File: src/rtl/four_bit_fa.sv
`default_nettype none
// ============================================================================
//  Module      : four_bit_fa
//  Description : 4-bit ripple-carry adder built from four 1-bit full-adder
//                cells. The combinational sum/carry is always live, and an
//                optional registered copy is provided for clocked consumers.
//                Defining FOUR_BIT_FA_FLAGS_EN adds the signed-overflow and
//                zero flags, plus a registered copy of the overflow flag.
//  Revision    : 1.0  initial release
// ============================================================================

// ----------------------------------------------------------------------------
// 1-bit full-adder cell: one link of the ripple chain.
// ----------------------------------------------------------------------------
module four_bit_fa_cell (
    input  logic a,
    input  logic b,
    input  logic c,
    output logic s,
    output logic co
);

    logic w_prop;

    // Propagate term is shared by the sum bit and the carry-out.
    assign w_prop = a ^ b;
    assign s      = w_prop ^ c;
    assign co     = (a & b) | (c & w_prop);

endmodule

// ----------------------------------------------------------------------------
// Top level: ripple chain plus optional output register.
// ----------------------------------------------------------------------------
module four_bit_fa #(
    parameter int WIDTH   = 4,     // only 4 is a legal value
    parameter bit REG_OUT = 1'b1   // 1: build o_q/cout_q register, 0: tie off
) (
    input  logic             clk,
    input  logic             rst,
    input  logic [WIDTH-1:0] a,
    input  logic [WIDTH-1:0] b,
    input  logic             cin,
    output logic [WIDTH-1:0] o,
    output logic             cout,
    output logic [WIDTH-1:0] o_q,
    output logic             cout_q
`ifdef FOUR_BIT_FA_FLAGS_EN
    ,
    output logic             ovf,
    output logic             zero,
    output logic             ovf_q
`endif
);

    // w_carry[i] is the carry into bit i; w_carry[WIDTH] is the carry-out.
    logic [WIDTH:0] w_carry;

    assign w_carry[0] = cin;

    // One full-adder cell per bit; no input sanitising, so X/Z propagate.
    generate
        for (genvar i = 0; i < WIDTH; i++) begin : g_bits
            four_bit_fa_cell u_cell (
                .a  (a[i]),
                .b  (b[i]),
                .c  (w_carry[i]),
                .s  (o[i]),
                .co (w_carry[i+1])
            );
        end
    endgenerate

    assign cout = w_carry[WIDTH];

`ifdef FOUR_BIT_FA_FLAGS_EN
    // Signed overflow: carry into the MSB differs from carry out of it.
    assign ovf  = w_carry[WIDTH] ^ w_carry[WIDTH-1];
    assign zero = (o == '0);
`endif

    generate
        if (REG_OUT) begin : g_reg_out
            logic [WIDTH-1:0] r_o;
            logic             r_cout;
`ifdef FOUR_BIT_FA_FLAGS_EN
            logic             r_ovf;
`endif

            // Capture the combinational result every edge; reset clears it at once.
            always_ff @(posedge clk or posedge rst) begin
                if (rst) begin
                    r_o    <= '0;
                    r_cout <= 1'b0;
`ifdef FOUR_BIT_FA_FLAGS_EN
                    r_ovf  <= 1'b0;
`endif
                end else begin
                    r_o    <= o;
                    r_cout <= cout;
`ifdef FOUR_BIT_FA_FLAGS_EN
                    r_ovf  <= ovf;
`endif
                end
            end

            assign o_q    = r_o;
            assign cout_q = r_cout;
`ifdef FOUR_BIT_FA_FLAGS_EN
            assign ovf_q  = r_ovf;
`endif
        end else begin : g_no_reg_out
            // Register not built: outputs held at zero.
            assign o_q    = '0;
            assign cout_q = 1'b0;
`ifdef FOUR_BIT_FA_FLAGS_EN
            assign ovf_q  = 1'b0;
`endif
        end
    endgenerate

endmodule
`default_nettype wire

File: config.mk
export PLATFORM = sky130hd
export DESIGN_NAME = four_bit_fa
export DESIGN_NICKNAME = d
export VERILOG_FILES = /design/src/rtl/four_bit_fa.sv
export SDC_FILE = /design/constraint.sdc
export NUM_CORES = 1
export LEC_CHECK = 0
export ABC_CLOCK_PERIOD_IN_PS = 5000
export BUFFER_PORTS_ARGS = -buffer_cell sky130_fd_sc_hd__clkbuf_2
export CAP_MARGIN = 10
export CORE_AREA = 2 2 39 41
export DETAILED_ROUTE_END_ITERATION = 8
export DIE_AREA = 0 0 41 43
export GPL_ROUTABILITY_DRIVEN = 0
export HOLD_SLACK_MARGIN = 0.12
export PLACE_DENSITY_LB_ADDON = 0.12
export SLEW_MARGIN = 10
export SYNTH_ARGS = -nofsm -noshare
export SYNTH_HDL_FRONTEND = slang
export SYNTH_SLANG_ARGS = --single-unit
File: constraint.sdc
create_clock -name clk -period 5 [get_ports clk]
set_clock_uncertainty 0.1 [all_clocks]
set_input_delay 1 -clock clk [delete_from_list [all_inputs] [get_ports clk]]
set_output_delay 1 -clock clk [all_outputs]
set_load 0.02 [all_outputs]
After elaboration in Yosys (flattened, before gate mapping):

Cells that the tools add are included.

* output and inout port bits: 10
* register bits after elaboration: 5

* bitwise operators: 20

Operators with widths (number)
* 1-bit AND: 8
* 1-bit XOR: 8
* 1-bit OR: 4

Depth between registers and ports, before layout:

Gate-level depths: netlist of the first run.

* depth after elaboration: 9
* gate-level depth with buffers: 9

Cells and area by module:

From an unflattened synthesis of the first run, not the netlist that was laid out.

* cells, all modules: 10
* area total of the unflattened synthesis: 209.0 um^2

By module, submodules not included
* four_bit_fa: area each 128.9 um^2, cells each 6, times used 1
* four_bit_fa_cell: area each 20.0 um^2, cells each 1, times used 4

Worst setup path after synthesis of the first run:

No wires, ideal clock.

* path type: input to output
* start: in a[0]
* end: out o[3]
* stages: 9
* data arrival time: 2.641 ns
* data required time: 3.900 ns
* slack: 1.259 ns
* path through: inv_1 > fa_1 > inv_1 > fa_1 > fa_1 > inv_1 > fa_1 > inv_1 > buf_4

* cells in the longest elaborated chain, start to end: 8
* elaborated cells between the ends (all ways): 9
* classes of those cells: bitwise (9)

RTL lines
* start: declaration: line 41 `input logic [WIDTH-1:0] a,`
* 1-bit XOR: line 26 `assign w_prop = a ^ b;`
* 1-bit AND: line 28 `assign co = (a & b) | (c & w_prop);`
* 1-bit OR *: line 28
* 1-bit AND *: line 28
* 1-bit OR *: line 28
* 1-bit AND *: line 28
* 1-bit OR *: line 28
* 1-bit XOR *: line 27 `assign s = w_prop ^ c;`
* end: declaration: line 44 `output logic [WIDTH-1:0] o,`

Mark *: on every way between the ends. The rest lies on a longest branch, timed or not.

Worst setup path in the final report of the first run:

Same ends and word-level chain as after synthesis.

==> metrics.txt, run 1 <==
fillers=162; clock root buffer=clkbuf_4; Pwr per Cell Area=~350 mW/mm^2; CP top delay family=adder cells; Seq/Total Area, Yosys=between 40% and 50%; I/O pins=21; top cell type's share of synthesized area=45.2%; Syn-to-layout area delta=42.1%; vias per cell=3.28; via count of the routed design=197; antenna cells=0; clock sink total=5; initial antenna violation count=0; Synth Area in XOR/XNOR=0%; Worst slew margin=88.4%; drt first pass iters=1; total global routing overflow=0; final core utilization=28.4%; startpoint class of the critical path=input pin; H-Tree Depth=1; syn_nets=39; largest net degree at the start of global routing=6; Routed Antenna Nets=0; RSZ-0062 raised after global routing=false; Pwr Total=roughly 140 uW; Distinct cells, synth=4; FP Rows=14; adder-cell share of the synthesized area=29.0%; maximum fanout along the worst path=2; post-layout instance area=393 um^2; combinational family with the most area after synthesis=adder cells; Setup CP Type=in -> out; Hold Path Class=in -> async; DR iter-0 viols=0; critical path's largest stage delay=about 0.40 ns; HPWL after DPL=around 460 um; Port Buffers=20; CTS resizes=0; LEAKAGE=0.244 nW; DRC Markers=0; area leader, netlist=dfrtp_1; Gate Count Post-Synth=24; multiplexer share of the synthesized area=0%; cell area after synthesis=277 um^2; Ys Warns=0; fin nets=60; Async SR Flop Fraction=100%; CTS tree=built; EDFF count, synth=0; CP required=3.90 ns; Hold Violations, Final=0; share of cells above drive strength 1=between 50% and 60%; Critical Path AT=between 2 and 3 ns; CP bufs+invs=6; # hold bufs at CTS=0; main flop type after synthesis=dfrtp_1; die height=around 43 um; Initial Util=20.0%; FF+latch area=between 100 and 150 um^2; final setup vio count=0; Reg clk slew, reported paths=~0.040 ns; Final period util=between 70% and 80%; crit path max-delay cell type=fa_1; post-route minimum period=just under 4 ns; Worst-Margin Slew=0.173 ns; maximum clock rate=0.255 GHz; final WL=478 um; final number of max-transition violations=0; Core ar.=approximately 0.0014 mm^2; # placed instances=56; Synth Area in Simple Gates=0%; WL/cell=7.97 um; Synth top cells by count=11 x inv_1, 5 x dfrtp_1, 4 x buf_4, 4 x fa_1; vias in the first global route=between 200 and 250; dominant cells by area after synthesis=dfrtp_1 45%, fa_1 29%, inv_1 15%; synthesized flop and latch total=5; max_cap viols=0; CTS Buf Count=3; area of the multi-input gates=80.1 um^2; outcome=finished, final reports clean; mean post-synth cell area=between 10 and 15 um^2; die area=0.00176 mm^2; count leader, synth=inv_1; CTS Buffer Depth=2; first-pass GRT wire length=793 um; Die Span X=41 um; TNS Setup=0 ns; Cell Chain, Critical Path=clkbuf_2 -> inv_1 -> fa_1 -> inv_1 -> fa_1 -> fa_1 -> inv_1 -> fa_1 -> inv_1 -> clkbuf_2; Cell Area, Placed=367 um^2; Non-Filler Instances=60; Setup Buffers After CTS=0; endpoint class of the critical path=output pin; Compound-Gate Fraction of Synth Area=0%; GRT Total Usage=around 7%; worst vdd ir=0.0958 mV
area by class of cell:
type                       instances  area share, %
sequential                         5           31.8
tap                               16           5.10
timing repair buffer              20           25.5
clock buffer                       4           6.69
inverter                          11           10.5
multi-input combinational          4           20.4
through the flow:
stage               hold WS, ns  worst slack (ns)
floorplan                 0.679              1.26
global placement          0.777              1.08
detailed placement        0.790              1.03
CTS                       0.533              1.03
global route              0.560             0.912
finish                    0.533              1.08
per-layer routing:
| layer | vias to the layer above | GRT usage (%) | part of all wire (%) |
|---|---|---|---|
| met1 | 89 | 5.65 | 25 |
| met4 | 0 | 10.0 | 0 |
| met2 | 10 | 11.9 | 64 |
| met5 | - | 0 | 0 |
| met3 | 0 | 0.524 | 12 |
| li1 | 98 | - | - |
cells in the final DEF (no fill, tap or decap):
master,Yosys,routed
dfrtp_1,5,5
inv_1,11,11
clkbuf_4,0,3
fa_1,4,4
clkbuf_1,0,1
clkbuf_2,0,20
sequential cells by signal, indices dropped and copies added (netlist names):
| name | count |
|---|---|
| o_q | 4 |
| cout_q | 1 |
report_power, final:
part           total (mW)  switching, mW  internal [mW]
clock              0.0443         0.0143         0.0300
combinational      0.0464         0.0305         0.0159
sequential         0.0486        0.00140         0.0472
logic make-up after synthesis:
kind of cell	Yosys count
adders and majority gates	4
buffers and inverters	15
DFF	5
worst paths after layout:
kind | start | endpoint | slack (ns) | cells past startpoint
worst max-delay path | a[0] | o[3] | 1.08 | 10
worst min-delay path | rst | o_q[0] | 0.53 | 2
max in group asynchronous | rst | o_q[3] | 4.10 | 2
min in group clk | b[2] | o_q[2] | 0.98 | 2
No activity file was read; power rests on OpenSTA's default activity.
==> run 2, diff against run 1 <==
Settings changed: ABC_AREA from default to 1, ABC_CLOCK_PERIOD_IN_PS 5000 to 3400.
Clock period 5 ns to 3.4 ns, I/O delays scaled along.
==> run 2 against run 1 <==
Count of clock-buffer cells in the layout is the same. Power rose by 48%. Core utilization up 0.36 points. Final cell count unchanged. Final area grew 1.3%. Die area unchanged. Largest cell class unchanged. Critical path depth stayed put.
==> metrics.txt, run 2 (synthesized netlist as in run 1, its figures left out) <==
outcome=finished, final reports clean; Final period util=94.5%; most frequent cells in the layout=19 x clkbuf_2, 11 x inv_1, 5 x dfrtp_1; FP Rows=14 (unchanged); max reg flops=4 (unchanged); Pwr per Cell Area=519 mW/mm^2 (+46%); HPWL after DPL=456 um (unchanged); max_cap viols=0 (unchanged); first-pass GRT wire length=793 um (unchanged); Initial Util=20.0% (unchanged); H-Tree Depth=1 (unchanged); commonest non-fill, non-tap cell in the layout=clkbuf_2; CP bufs+invs=6 (unchanged); CTS Buffer Depth=2 (unchanged); Critical Path AT=2.43 ns (-0.39 ns); Syn-to-layout area delta=43.9%; final number of max-transition violations=0 (unchanged); RSZ-0062 raised after global routing=false; Core ar.=0.00138 mm^2 (unchanged); Cell Chain, Critical Path=clkbuf_2 -> inv_1 -> fa_1 -> inv_1 -> fa_2 -> fa_1 -> inv_1 -> fa_1 -> inv_1 -> buf_4; Routed Antenna Nets=0 (unchanged); area of the multi-input gates=82.6 um^2 (+3.1%); DR iter-0 viols=0 (unchanged); TNS Setup=0 ns (unchanged); Worst-Margin Slew=0.173 ns (unchanged); drt first pass iters=1 (unchanged); Port Buffers=20 (unchanged); via count of the routed design=199 (+1.0%); die height=43 um (unchanged); DRC Markers=0 (unchanged); CP top delay family=adder cells; Setup CP Type=in -> out; post-route minimum period=between 3 and 4 ns; largest net degree at the start of global routing=6 (unchanged); final core utilization=28.8% (+0.36 points); vias in the first global route=214 (unchanged); fillers=163 (+0.62%); fin nets=60 (unchanged); final setup vio count=0 (unchanged); critical path's largest stage delay=0.40 ns (about the same); endpoint class of the critical path=output pin; clock root buffer=clkbuf_4; final WL=483 um (+1.0%); Reg clk slew, reported paths=0.04 ns (about the same); CTS Buf Count=3 (unchanged); antenna cells=0 (unchanged); GRT Total Usage=7.20% (unchanged); Worst slew margin=88.4% (unchanged); CP required=2.62 ns (-1.28 ns); worst vdd ir=0.141 mV (+47%); total global routing overflow=0 (unchanged); WL/cell=8.05 um (+1.0%); clock sink total=5 (unchanged); I/O pins=21 (unchanged); share of cells above drive strength 1=54.5% (+2.3 points); initial antenna violation count=0 (unchanged); startpoint class of the critical path=input pin; vias per cell=3.32 (+1.0%); Hold Path Class=in -> async; FF+latch area=125 um^2 (unchanged); CTS tree=built; Hold Violations, Final=0 (unchanged); cell mode on critical path=inv_1; Die Span X=41 um (unchanged); LEAKAGE=0.244 nW (about the same); crit path max-delay cell type=fa_1; maximum clock rate=0.311 GHz; die area=0.00176 mm^2 (unchanged); Setup Buffers After CTS=0 (unchanged); maximum fanout along the worst path=2 (unchanged)
## run 2: cell type report
class                      instances  share of cell area, %
multi-input combinational          4                   20.8
timing repair buffer              20                   25.8
clock buffer                       4                   6.60
sequential                         5                   31.4
tap                               16                   5.03
inverter                          11                   10.4
## run 2: report_power, final
part | internal [mW] | switching [mW] | leakage (nW)
Clock | 0.0441 | 0.0210 | 0.0150
Sequential | 0.0693 | 0.00205 | 0.0583
Combinational | 0.0251 | 0.0450 | 0.171
Total | 0.139 | 0.0680 | 0.244
## run 2: path summary, 6_finish.rpt
check                      from  endpoint  slack [ns]  cells past startpoint
worst max-delay path       a[0]      o[3]        0.19                     10
max in group asynchronous   rst    o_q[3]        2.82                      2
worst min-delay path        rst    o_q[0]        0.21                      2
min in group clk           b[2]    o_q[2]        0.66                      2
## run 2: per-stage QoR
step	power (mW)	cells	hold slack [ns]	cell area, um^2	setup WS, ns
after floorplan	0.125	24	0.359	277	0.299
after global routing	0.223	60	0.240	398	0.0290
after detailed placement	0.143	56	0.470	367	0.0739
after CTS	0.211	60	0.213	393	0.0728
after global placement	0.141	56	0.457	367	0.124
final	0.207	60	0.213	398	0.186
## run 2: per-layer routing
metal	routed length, um	GRT usage [%]	up-vias
met5	0	0	-
met4	0	10.0	0
met3	55	0.524	0
met2	310	11.9	10
met1	117	5.65	91
li1	-	-	98
## run 2: repair_timing
action / CTS / global route
resized for setup: 0 / 3
setup endpoints to repair: 0 / 1
hold buffers: 0 / 0
==> run 3, diff against run 2 <==
Settings changed: MAX_ROUTING_LAYER from default to met4.
==> run 3 against run 2 <==
Maximum frequency is essentially flat. Hold slack unchanged. Final area unchanged. Sequential share of layout area is the same. Core utilization stayed put. Count of clock-buffer cells in the layout unchanged. Worst setup slack improved by 0.00062 ns. Highest routed layer unchanged.
==> metrics.txt, run 3 (synthesized netlist as in run 1, its figures left out) <==
# placed instances=56 (unchanged); CTS Buf Count=3 (unchanged); worst slack, placed=0.0739 ns (unchanged); Reg clk slew, reported paths=0.04 ns (about the same); Worst slew margin=88.4% (unchanged); Syn-to-layout area delta=43.9% (unchanged); Port Buffers=20 (unchanged); H-Tree Depth=1 (unchanged); startpoint class of the critical path=input pin; maximum fanout along the worst path=2 (unchanged); I/O pins=21 (unchanged); cell mode on critical path=inv_1; area of the multi-input gates=82.6 um^2 (unchanged); vias per cell=3.32 (unchanged); Final WS setup=0.187 ns (+0.000621 ns); vias in the first global route=214 (unchanged); Hold Path Class=in -> async; max_cap viols=0 (unchanged); Cell Chain, Critical Path=clkbuf_2 -> inv_1 -> fa_1 -> inv_1 -> fa_2 -> fa_1 -> inv_1 -> fa_1 -> inv_1 -> buf_4; Critical Path AT=2.43 ns (about the same); CTS Buffer Depth=2 (unchanged); share of cells above drive strength 1=54.5% (unchanged); DRC Markers=0 (unchanged); drt first pass iters=1 (unchanged); Non-Filler Instances=60 (unchanged); Initial Util=20.0% (unchanged); # hold bufs at CTS=0 (unchanged); GRT Total Usage=7.38% (+0.18 points); hold slack final=0.213 ns (unchanged); Setup CP Type=in -> out; outcome=finished, final reports clean; total global routing overflow=0 (unchanged); fin nets=60 (unchanged); crit path max-delay cell type=fa_1; Final period util=94.5% (about the same); WL/cell=8.05 um (unchanged); Worst-Margin Slew=0.173 ns (unchanged); critical path's largest stage delay=0.40 ns (about the same); antenna cells=0 (unchanged); die area=0.00176 mm^2 (unchanged); clock root buffer=clkbuf_4; FP Rows=14 (unchanged); worst vdd ir=0.141 mV (unchanged); most frequent cells in the layout=19 x clkbuf_2, 11 x inv_1, 5 x dfrtp_1; CP top delay family=adder cells; CP required=2.62 ns (about the same); final WL=483 um (unchanged); FF+latch area=125 um^2 (unchanged); initial antenna violation count=0 (unchanged); maximum clock rate=0.311 GHz (about the same); LEAKAGE=0.244 nW (unchanged); clock sink total=5 (unchanged); final core utilization=28.8% (unchanged); TNS Setup=0 ns (unchanged); commonest non-fill, non-tap cell in the layout=clkbuf_2; Routed Antenna Nets=0 (unchanged); final setup vio count=0 (unchanged); CP bufs+invs=6 (unchanged); endpoint class of the critical path=output pin; Hold Violations, Final=0 (unchanged); largest net degree at the start of global routing=6 (unchanged); HPWL after DPL=456 um (unchanged); die height=43 um (unchanged); RSZ-0062 raised after global routing=false; Pwr per Cell Area=519 mW/mm^2 (about the same); DR iter-0 viols=0 (unchanged); Core ar.=0.00138 mm^2 (unchanged); Die Span X=41 um (unchanged); first-pass GRT wire length=793 um (unchanged); fillers=163 (unchanged); post-route minimum period=3.21 ns (-0.000621 ns); max reg flops=4 (unchanged); final number of max-transition violations=0 (unchanged); CTS tree=built; via count of the routed design=199 (unchanged); CP Launch Point=a[0]
==> run 3: cell counts in the layout (fill, tap and decap cells not counted) <==
No cell type changed its count.
==> run 3: where the power goes <==
| part | total (mW) | leakage (nW) | internal, mW | switching, mW |
|---|---|---|---|---|
| Sequential | 0.0714 | 0.0583 | 0.0693 | 0.00205 |
| Clock | 0.0651 | 0.0150 | 0.0441 | 0.0210 |
| Combinational | 0.0700 | 0.171 | 0.0251 | 0.0450 |
| Total | 0.207 | 0.244 | 0.139 | 0.0680 |
==> run 3: what timing repair did <==
item / in CTS / in global routing
setup buffers: 0 / 0
gates resized for setup: 0 / 3
setup endpoints to repair: 0 / 1
==> run 3: cell type report <==
cell class,instances,area share (%)
Sequential cell,5,31.4
Clock buffer,4,6.60
Inverter,11,10.4
Tap cell,16,5.03
Multi-Input combinational cell,4,20.8
Timing Repair Buffer,20,25.8
==> run 3: how the worst max path moves through the flow <==
stage | to | slack (ns) | depth (start not counted)
floorplan | o[3] | 0.30 | 9
global route | o[3] | 0.03 | 10
finish | o[3] | 0.19 | 10
detailed placement | o[3] | 0.07 | 10
CTS | o[3] | 0.07 | 10
global placement | o[3] | 0.12 | 10
==> run 3: per-layer routing <==
layer,routed length (um),share of wire [%],vias up,GRT usage [%]
met5,0,0,-,-
met4,0,0,0,10.0
met3,48,9.9,0,0
met2,310,64,10,11.9
met1,124,26,91,5.98
li1,-,-,98,-
==> run 3: metrics by stage <==
step | total power [mW] | area [um^2]
4_1_cts | 0.211 | 393
6_report | 0.207 | 398
5_1_grt | 0.223 | 398
3_3_place_gp | 0.141 | 367
3_5_place_dp | 0.143 | 367
2_1_floorplan | 0.125 | 277
